==> src/rtl/calc_gravity_pkg.sv <==
// calc_gravity_pkg
// Shared definitions for the frame centre-of-gravity engine:
//   - FSM state encoding (IDLE, DIV, DONE)
//   - default width constants
//   - moment_width(): accumulator width needed so a full frame of
//     maximum-intensity pixels cannot wrap the X/Y moment sums
package calc_gravity_pkg;

  localparam logic [1:0] ST_IDLE = 2'd0;
  localparam logic [1:0] ST_DIV  = 2'd1;
  localparam logic [1:0] ST_DONE = 2'd2;

  localparam int DEF_DATA_WIDTH = 8;
  localparam int DEF_X_WIDTH    = 10;
  localparam int DEF_Y_WIDTH    = 10;
  localparam int DEF_MASS_WIDTH = 32;
  localparam int DEF_SUM_WIDTH  = 40;

  // Worst case moment: max weight * max coordinate, summed over every
  // pixel position of a 2^x_w by 2^y_w frame.
  function automatic int moment_width(input int data_w, input int x_w, input int y_w);
    return data_w + x_w + x_w + y_w;
  endfunction

endpackage

==> src/rtl/gravity_serial_div.sv <==
// gravity_serial_div
// Restoring unsigned divider producing one quotient bit per cycle.
// Ports:
//   clk, rst      clock and asynchronous active-high reset
//   start         load dividend/divisor and begin (ignored state is replaced)
//   dividend      WIDTH-bit numerator
//   divisor       WIDTH-bit denominator
//   busy          high while iterations are running
//   done          high during the final iteration cycle; quotient is valid
//                 from the following cycle until the next start
//   quotient      WIDTH-bit result
//   div_by_zero   divisor captured at start was zero (quotient meaningless)
module gravity_serial_div
  import calc_gravity_pkg::*;
#(
  parameter int WIDTH = DEF_SUM_WIDTH
) (
  input  logic             clk,
  input  logic             rst,
  input  logic             start,
  input  logic [WIDTH-1:0] dividend,
  input  logic [WIDTH-1:0] divisor,
  output logic             busy,
  output logic             done,
  output logic [WIDTH-1:0] quotient,
  output logic             div_by_zero
);

  localparam int CW = $clog2(WIDTH);
  localparam logic [CW-1:0] LAST = CW'(WIDTH - 1);

  logic [WIDTH-1:0] rem;
  logic [WIDTH-1:0] dvsr;
  logic [CW-1:0]    cnt;
  logic [WIDTH:0]   rem_sh;
  logic [WIDTH:0]   diff;

  // Shift the next dividend bit (MSB of the quotient register, which
  // doubles as the dividend shift register) into the partial remainder
  // and trial-subtract the divisor; the borrow bit decides restore.
  always_comb begin
    rem_sh = {rem, quotient[WIDTH-1]};
    diff   = rem_sh - {1'b0, dvsr};
    done   = busy && (cnt == LAST);
  end

  always_ff @(posedge clk or posedge rst) begin
    if (rst) begin
      rem         <= '0;
      dvsr        <= '0;
      cnt         <= '0;
      busy        <= 1'b0;
      quotient    <= '0;
      div_by_zero <= 1'b0;
    end else if (start) begin
      rem         <= '0;
      dvsr        <= divisor;
      cnt         <= '0;
      busy        <= 1'b1;
      quotient    <= dividend;
      div_by_zero <= (divisor == '0);
    end else if (busy) begin
      if (!diff[WIDTH]) begin
        rem      <= diff[WIDTH-1:0];
        quotient <= {quotient[WIDTH-2:0], 1'b1};
      end else begin
        rem      <= rem_sh[WIDTH-1:0];
        quotient <= {quotient[WIDTH-2:0], 1'b0};
      end
      cnt <= cnt + 1'b1;
      if (cnt == LAST) begin
        busy <= 1'b0;
      end
    end
  end

endmodule

==> src/rtl/calc_gravity_frame.sv <==
// calc_gravity_frame
// Frame-level centre-of-gravity engine for the eye-tracker pixel stream.
// Accumulates mass and X/Y first moments of thresholded pixels over a frame,
// then divides at frame end and presents the integer centroid.
// Ports:
//   CCLK, RST     clock and asynchronous active-high reset
//   iVS           frame enable level
//   iDE           pixel valid; each high run is one line
//   iDATA         pixel intensity
//   iTHRESH       weight threshold
//   iMODE         0 = intensity weight, 1 = binary weight
//   oX, oY        centroid (saturated to all-ones if the quotient is too wide)
//   oMASS         total weight of the last delivered frame
//   oEMPTY        last delivered frame had zero mass
//   oVALID        one-cycle pulse when results update
//   oBUSY         division in progress
//   oOVERRUN      one-cycle pulse when a frame end was dropped during division
module calc_gravity_frame
  import calc_gravity_pkg::*;
#(
  parameter int DATA_WIDTH = DEF_DATA_WIDTH,
  parameter int X_WIDTH    = DEF_X_WIDTH,
  parameter int Y_WIDTH    = DEF_Y_WIDTH,
  parameter int MASS_WIDTH = DEF_MASS_WIDTH,
  parameter int SUM_WIDTH  = DEF_SUM_WIDTH
) (
  input  logic                  CCLK,
  input  logic                  RST,
  input  logic                  iVS,
  input  logic                  iDE,
  input  logic [DATA_WIDTH-1:0] iDATA,
  input  logic [DATA_WIDTH-1:0] iTHRESH,
  input  logic                  iMODE,
  output logic [X_WIDTH-1:0]    oX,
  output logic [Y_WIDTH-1:0]    oY,
  output logic [MASS_WIDTH-1:0] oMASS,
  output logic                  oEMPTY,
  output logic                  oVALID,
  output logic                  oBUSY,
  output logic                  oOVERRUN
);

  localparam int REQ_SUM_WIDTH = moment_width(DATA_WIDTH, X_WIDTH, Y_WIDTH);
  localparam logic [X_WIDTH-1:0] X_MAX = '1;
  localparam logic [Y_WIDTH-1:0] Y_MAX = '1;

  // Moments wrap by design, but a narrower accumulator than a full frame
  // needs is almost certainly a configuration mistake.
  if (SUM_WIDTH < REQ_SUM_WIDTH) begin : g_sum_width_check
    $warning("calc_gravity_frame: SUM_WIDTH narrower than full-frame moment width");
  end

  logic                  vs_d;
  logic                  de_d;
  logic                  frame_start;
  logic                  frame_end;
  logic                  pixel_ok;
  logic                  de_fall;
  logic [DATA_WIDTH-1:0] weight;
  logic [X_WIDTH-1:0]    x_cnt;
  logic [X_WIDTH-1:0]    x_cur;
  logic [Y_WIDTH-1:0]    y_cnt;
  logic [Y_WIDTH-1:0]    y_cur;
  logic [MASS_WIDTH-1:0] m_acc;
  logic [MASS_WIDTH-1:0] m_base;
  logic [SUM_WIDTH-1:0]  mx_acc;
  logic [SUM_WIDTH-1:0]  mx_base;
  logic [SUM_WIDTH-1:0]  my_acc;
  logic [SUM_WIDTH-1:0]  my_base;

  logic [1:0]            state;
  logic [MASS_WIDTH-1:0] m_shadow;
  logic                  div_start;
  logic                  busy_x, busy_y;
  logic                  done_x, done_y;
  logic                  dbz_x, dbz_y;
  logic [SUM_WIDTH-1:0]  quot_x, quot_y;
  logic [X_WIDTH-1:0]    x_sat;
  logic [Y_WIDTH-1:0]    y_sat;

  // Edge detection, pixel weight, and the "frame start clears first"
  // view of coordinates/sums so a pixel arriving on the start edge is
  // accumulated at (0,0) onto zeroed sums.
  always_comb begin
    frame_start = iVS & ~vs_d;
    frame_end   = ~iVS & vs_d;
    pixel_ok    = iVS & iDE;
    de_fall     = ~iDE & de_d;
    weight      = '0;
    if (iDATA >= iTHRESH) begin
      weight = iMODE ? DATA_WIDTH'(1) : iDATA;
    end
    x_cur   = frame_start ? '0 : x_cnt;
    y_cur   = frame_start ? '0 : y_cnt;
    m_base  = frame_start ? '0 : m_acc;
    mx_base = frame_start ? '0 : mx_acc;
    my_base = frame_start ? '0 : my_acc;
  end

  // Pixel coordinates: x advances per accepted pixel, a line ends on the
  // falling edge of iDE; both saturate rather than wrap.
  always_ff @(posedge CCLK or posedge RST) begin
    if (RST) begin
      vs_d  <= 1'b0;
      de_d  <= 1'b0;
      x_cnt <= '0;
      y_cnt <= '0;
    end else begin
      vs_d <= iVS;
      de_d <= iDE;
      if (pixel_ok) begin
        x_cnt <= (x_cur == X_MAX) ? X_MAX : x_cur + 1'b1;
        y_cnt <= y_cur;
      end else if (frame_start) begin
        x_cnt <= '0;
        y_cnt <= '0;
      end else if (de_fall) begin
        x_cnt <= '0;
        y_cnt <= (y_cnt == Y_MAX) ? Y_MAX : y_cnt + 1'b1;
      end
    end
  end

  // Live accumulators keep running while a previous frame is being
  // divided; the divider works on its own captured copies.
  always_ff @(posedge CCLK or posedge RST) begin
    if (RST) begin
      m_acc  <= '0;
      mx_acc <= '0;
      my_acc <= '0;
    end else if (pixel_ok) begin
      m_acc  <= m_base + MASS_WIDTH'(weight);
      mx_acc <= mx_base + SUM_WIDTH'(weight) * SUM_WIDTH'(x_cur);
      my_acc <= my_base + SUM_WIDTH'(weight) * SUM_WIDTH'(y_cur);
    end else if (frame_start) begin
      m_acc  <= '0;
      mx_acc <= '0;
      my_acc <= '0;
    end
  end

  // A frame end is only taken when no division is running.
  assign div_start = frame_end && (state != ST_DIV);

  gravity_serial_div #(.WIDTH(SUM_WIDTH)) u_div_x (
    .clk         (CCLK),
    .rst         (RST),
    .start       (div_start),
    .dividend    (mx_acc),
    .divisor     (SUM_WIDTH'(m_acc)),
    .busy        (busy_x),
    .done        (done_x),
    .quotient    (quot_x),
    .div_by_zero (dbz_x)
  );

  gravity_serial_div #(.WIDTH(SUM_WIDTH)) u_div_y (
    .clk         (CCLK),
    .rst         (RST),
    .start       (div_start),
    .dividend    (my_acc),
    .divisor     (SUM_WIDTH'(m_acc)),
    .busy        (busy_y),
    .done        (done_y),
    .quotient    (quot_y),
    .div_by_zero (dbz_y)
  );

  // Both dividers run in lockstep, so either busy flag tracks the DIV state.
  assign oBUSY = busy_x | busy_y;

  // Centroid coordinates saturate when the quotient exceeds the output range.
  always_comb begin
    x_sat = (|quot_x[SUM_WIDTH-1:X_WIDTH]) ? X_MAX : quot_x[X_WIDTH-1:0];
    y_sat = (|quot_y[SUM_WIDTH-1:Y_WIDTH]) ? Y_MAX : quot_y[Y_WIDTH-1:0];
  end

  // Control FSM: capture at frame end, wait out the division, publish the
  // result for one DONE cycle (a frame end there restarts immediately).
  always_ff @(posedge CCLK or posedge RST) begin
    if (RST) begin
      state    <= ST_IDLE;
      m_shadow <= '0;
      oX       <= '0;
      oY       <= '0;
      oMASS    <= '0;
      oEMPTY   <= 1'b0;
      oVALID   <= 1'b0;
      oOVERRUN <= 1'b0;
    end else begin
      oVALID   <= 1'b0;
      oOVERRUN <= 1'b0;
      case (state)
        ST_IDLE: begin
          if (frame_end) begin
            m_shadow <= m_acc;
            state    <= ST_DIV;
          end
        end
        ST_DIV: begin
          if (frame_end) begin
            oOVERRUN <= 1'b1;
          end
          if (done_x && done_y) begin
            state <= ST_DONE;
          end
        end
        ST_DONE: begin
          oVALID <= 1'b1;
          oMASS  <= m_shadow;
          if (dbz_x || dbz_y) begin
            oX     <= '0;
            oY     <= '0;
            oEMPTY <= 1'b1;
          end else begin
            oX     <= x_sat;
            oY     <= y_sat;
            oEMPTY <= 1'b0;
          end
          if (frame_end) begin
            m_shadow <= m_acc;
            state    <= ST_DIV;
          end else begin
            state <= ST_IDLE;
          end
        end
        default: state <= ST_IDLE;
      endcase
    end
  end

endmodule

==> config.mk <==
export PLATFORM = sky130hd
export DESIGN_NAME = calc_gravity_frame
export DESIGN_NICKNAME = d
export VERILOG_FILES = /design/src/rtl/calc_gravity_pkg.sv /design/src/rtl/gravity_serial_div.sv /design/src/rtl/calc_gravity_frame.sv
export SDC_FILE = /design/constraint.sdc
export NUM_CORES = 2
export LEC_CHECK = 0
export BUFFER_PORTS_ARGS = -buffer_cell sky130_fd_sc_hd__buf_4
export CORE_MARGIN = 4
export CORE_UTILIZATION = 65
export DETAILED_ROUTE_END_ITERATION = 6
export GPL_ROUTABILITY_DRIVEN = 0
export PLACE_DENSITY = 0.9
export SYNTH_ARGS = -nofsm -noshare
export SYNTH_HDL_FRONTEND = slang
export SYNTH_SLANG_ARGS = --single-unit
export TNS_END_PERCENT = 5
==> constraint.sdc <==
create_clock -name CCLK -period 18.8 [get_ports CCLK]
set_input_delay 0.94 -clock CCLK [delete_from_list [all_inputs] [get_ports CCLK]]
set_output_delay 0.94 -clock CCLK [all_outputs]
set_load 0.01 [all_outputs]
# Word level (Yosys, flattened, before mapping)
# Index checks and enable logic that the tools add are counted.
totals:
  regBits: 430
  latch_bits: 0
  ramBits: 0
  romBits: 0
  inputBits: 21
  n_memories: 0
classes:
  addsub: 9
  multipliers: 2
  div_mod_pow: 0
  order_cmp: 1
  n_eq_ne: 9
  shifts: 0
  mux: 52
  bitwise_logic: 8
  reduce_logical: 14
ops:
  columns: ["operator", "count"]
  rows:
  - ["$mux W40", 14]
  - ["$mux W10", 14]
  - ["$sub A41 B32 Y41", 2]
  - ["$add A40 B18 Y40", 2]
  - ["$mux W32", 2]
  - ["$reduce_or A30 Y1", 2]
  - ["$logic_not A40 Y1", 1]
  - ["$mul A8 B10 Y18", 2]
  - ["$add A32 B8 Y32", 1]
  - ["$mux W6", 4]
  - ["$add A10 B1 Y10 const B", 2]
  - ["$eq A10 B10 Y1 const B", 2]
  - ["$mux W8", 2]
  - ["$mux W1", 13]
  - ["$add A6 B1 Y6 const B", 2]
  - ["$eq A6 B6 Y1 const B", 2]
  - ["$ge A8 B8 Y1", 1]
  - ["$pmux W2 S3", 1]
  - ["$and A1 B1 Y1", 4]
  - ["$logic_and A1 B1 Y1", 4]
  - ["$mux W2", 2]
  - ["$ne A2 B2 Y1 const B", 2]
  - ["$reduce_and A2 Y1", 2]
  - ["$reduce_bool A2 Y1", 2]
  - ["8 further kinds", 10]

# Logic depth before layout (Yosys ltp)
logic_depth:
  ltp_word: 6
  depth_mapped: 35

# Hierarchy
# From an unflattened synthesis, not the netlist that was laid out.
hier_totals:
  hier_cells: 3767
  hier_area_um2: 33344.5
modules_own_cells:
  columns: ["mod", "n_inst", "cells_each", "area_per_inst_um2", "seq_area_each_um2"]
  rows:
  - ["calc_gravity_frame", 1, 1965, 17411.7, 5580.4]
  - ["gravity_serial_div", 2, 901, 7966.4, 3203.1]

# Worst setup path before layout
# No wires, ideal clock.
synth_timing:
  kind: "input-to-reg"
  startpoint: "in iDATA[0]"
  endpoint: "reg mx_acc[26]"
  setup_time_ns: 0.132
  arrival_ns: 7.461
  required_time_ns: 18.668
  slack_ns: 11.207
  stages: 33
  n_path_buf: 4
  cell_sequence: "inv_1 ha_1 nand2b_1 a21o_1 a21o_1 a21o_1 a21o_1 a21o_1 a21o_1 a21o_1 clkbuf_1 nand3b_1 buf_2 nor2_1 fa_1 fa_1 fa_1 inv_1 fa_1 inv_1 ha_1 clkbuf_1 a21o_1 a21o_1 a21oi_1 nor2_1 a21oi_1 a31oi_2 a41oi_1 clkbuf_1 nor3_1 xnor2_1 nor2_1"
synth_between:
  elab_chain_cells: 5
  word_cells_on_any_way: 6
  cone_classes: "add/sub (1); mul (1); order compare (1); mux (3)"
synth_rtl:
  columns: ["element", "line_no", "text"]
  rows:
  - ["from (decl)", "calc_gravity_frame.sv:31", "input logic [DATA_WIDTH-1:0] iDATA,"]
  - ["$ge A8 B8 Y1 / $mux W8 (equally long branches)", "calc_gravity_frame.sv:90, calc_gravity_frame.sv:91", null]
  - ["$mux W8 (*)", "calc_gravity_frame.sv:90", "if (iDATA >= iTHRESH) begin"]
  - ["$mul A8 B10 Y18 (*)", "calc_gravity_frame.sv:133", "mx_acc <= mx_base + SUM_WIDTH'(weight) * SUM_WIDTH'(x_cur);"]
  - ["$add A40 B18 Y40 (*)", "calc_gravity_frame.sv:133", null]
  - ["$mux W40 (*)", "calc_gravity_frame.sv:131", "end else if (pixel_ok) begin"]
  - ["to (signal assigned)", "calc_gravity_frame.sv:133", null]
  - ["to (decl)", "calc_gravity_frame.sv:66", "logic [SUM_WIDTH-1:0] mx_acc;"]
# Every way passes the cells marked *; elsewhere a longest branch is shown, timed or not.
# A chain may end at the register's enable or synchronous reset.

# Final worst setup path
layout_timing:
  startpoint: "in iDATA[0]"
  endpoint: "reg mx_acc[28]"
# Same word-level chain as after synthesis.

==> reports/metrics.cfg <==
[worst_setup_path]
cp_slowest_stage_delay_ns = 0.89
cp_max_fo = 19
cpMostUsedCell = a21o_1
worstSetupPathType = in -> reg
worstSetupEndpointType = flip-flop
required_ns = 19.33
cp.arrival_ns = 8.51
start_kind = input port
critPathSlowestCell = a41oi_1

[timing]
fmaxAchievable_mhz = 125
setup_viol = 0
slew_headroom_pct = 18.0
skew_ns = 0.0469
hold_viol_final = 0
fin_crit_sh_pct = 42.4
fin_crit_ns = 7.98
tightest_slew_ns = 1.23
slew_viol_final = 0
fin_tns_setup_ns = 0
rsz0062_at_grt = false

[routing]
drcViolationCount = 5
via_per_inst = 6.39
wl_per_cell_um = 19.7
ant_nets = 0
first_iter_violations = 2444
wl_mm = 76.5
dr.pass1.iters = 7
num_vias = 24800

[power_and_ir_drop]
power_leakage_nw = 15.6
power-per-cell-area_nw_per_um2 = 117
peakVddDrop_mv = 0.176

[clock_tree]
clk_pin_slew_ns = 0.06
cts.sinks = 430
cts_buffers = 46
postCtsHoldBufs = 0
cts_tree = done
post_cts_buffers = 0
cts_resized = 0
clockRootBuffer = clkbuf_16
cts_buffer_depth = 3
h-tree-depth = 2
clock_latency_ns = 0.61

[grt]
antenna_found_initial = 1
grt_pass1_wl_mm = 126
grt_max_degree = 182
grt_pass1_vias = 24700
grt_use_total_pct = 30.7
overflow = 0

[placement]
port-buffer-count = 76
detailed_place_hpwl_mm = 52.0
dp.cells = 3794
placed_area_um2 = 30500

[yosys]
yosysMostFrequentCell = dfrtp_1
synth_nets = 3585
avgSynthCellArea_um2 = 9.09
synth-edff-count = 0
ys_types = 84
netlist_area_um2 = 29700
ys_dominant_reg_cell = dfrtp_1
synth.largest_area_cell = dfrtp_1
ys_seq_area_share_pct = 36.3
ys_ff_latch = 430
synth_top_area_share_pct = 36.3
yosys_warnings = 0
synth_area_leaders = dfrtp_1, fa_1, ha_1
async_flop_share_pct = 100
synth_common_cells = dfrtp_1, nand2_1, o21ai_0
netlist_instances = 3263

[run_status]
outcome = finished, violations left
violations = DRC

[layout]
layoutNonFillerInstCount = 3880
fin_nets = 3564
fillers = 3076
drive_above_1_share_pct = 9.45
final_cell_area_um2 = 32100
syn2layout_area_growth_pct = 8.32

[die]
core_um2 = 45300
start_util_pct = 65.5
die_x_um = 222
rows = 78
dieHeight_um = 222
die-area_um2 = 49100
num_io_pins = 77

[hold_path]
hp-class = reg -> reg

[flow_run]
cap_violations = 0

[state kept, by name, indices dropped and copies added, names as in the netlist, 2 cells and up]
| name | cells |
|---|---|
| u_div_y.rem | 40 |
| state | 2 |
| m_shadow | 32 |
| m_acc | 32 |
| y_cnt | 10 |
| oMASS | 32 |
| u_div_x.cnt | 6 |
| mx_acc | 40 |
| u_div_x.rem | 40 |
| u_div_y.quotient | 40 |
| my_acc | 40 |
| u_div_x.dvsr | 32 |
| oY | 10 |
| u_div_y.cnt | 6 |
| x_cnt | 10 |
| u_div_x.quotient | 40 |
| oX | 10 |
[through the flow]
stage                     setup WS [ns]  total power, W  hold slack, ns  util [%]
after global routing              10.32         0.00397           0.500      71.0
after floorplan                    5.89         0.00243           0.442         -
final                             10.82         0.00374           0.476      71.0
after detailed placement          10.21         0.00273           0.459      67.4
after CTS                         10.84         0.00371           0.475      71.0
after global placement            10.42         0.00268           0.452      67.4
[path summary, 6_finish.rpt]
kind                                           start                          endpoint  slack (ns)  cells after the start
worst max-delay path                        iDATA[0]              mx_acc[28]$_DFF_PP0_       10.82                     30
worst max register to register        vs_d$_DFF_PP0_              mx_acc[28]$_DFF_PP0_       11.08                     21
worst min-delay path            mx_acc[13]$_DFF_PP0_  u_div_x.quotient[13]$_DFFE_PP0P_        0.48                      2
worst min register to register  mx_acc[13]$_DFF_PP0_  u_div_x.quotient[13]$_DFFE_PP0P_        0.48                      2
min in group asynchronous                        RST       u_div_x.rem[23]$_DFFE_PP0P_        0.56                      2
max in group asynchronous                        RST          m_shadow[14]$_DFFE_PP0P_       16.16                      4
[where the power goes]
group          switching (W)  internal, W
clock network       0.000399     0.000556
registers           0.000168      0.00108
logic               0.000909     0.000628
[cells in the final DEF (no fill, tap or decap), drive strengths merged, types with 38 or more instances in the layout]
cell type	Yosys	final
a21o	48	48
a21oi	203	203
and2	38	38
buf	31	95
clkbuf	133	68
dfrtp	430	430
fa	131	131
ha	170	170
inv	268	269
mux2	69	69
mux2i	107	107
nand2	382	382
nand3	84	84
nor2	283	283
o21ai	316	316
xnor2	84	84
xor2	78	78
[layout make-up]
type / count / area [um2] / area share (%)
multi-input combinational: 2401 / 17300 / 53.7
sequential: 430 / 10800 / 33.5
clock buffer: 68 / 1430 / 4.44
inverter: 268 / 1010 / 3.15
tap: 600 / 751 / 2.34
timing repair buffer: 95 / 726 / 2.26
clock inverter: 17 / 176 / 0.549
antenna: 1 / 2.50 / 0.00779
[worst max-delay path: cells and delay by family]
family | cells | cell delay [ns]
simple gates | 5 | 1.14
buf+inv | 4 | 0.21
fa+ha+maj | 6 | 2.77
compound gates | 15 | 3.40
[cell families (layout without fill, tap and decap cells)]
logic type | Yosys count | in the layout | share of synthesized area, %
adders and majority gates | 301 | 301 | 16.0
and+or+nand+nor | 1027 | 1027 | 16.1
muxes | 176 | 176 | 6.23
AOI/OAI and AO/OA | 735 | 735 | 14.8
xor gates and xnor gates | 162 | 162 | 4.90
buffers and inverters | 432 | 448 | 5.69
other | 0 | 1 | 0
DFF | 430 | 430 | 36.3
[metal layers]
metal  wire length [um]  track usage (%)  part of all wire, %
met4               3720             14.0                  4.9
met2              37100             51.4                   48
met3               6660             6.12                  8.7
met1              29100             39.0                   38
met5                  0                0                    0
(Power assumes the default switching activity.)
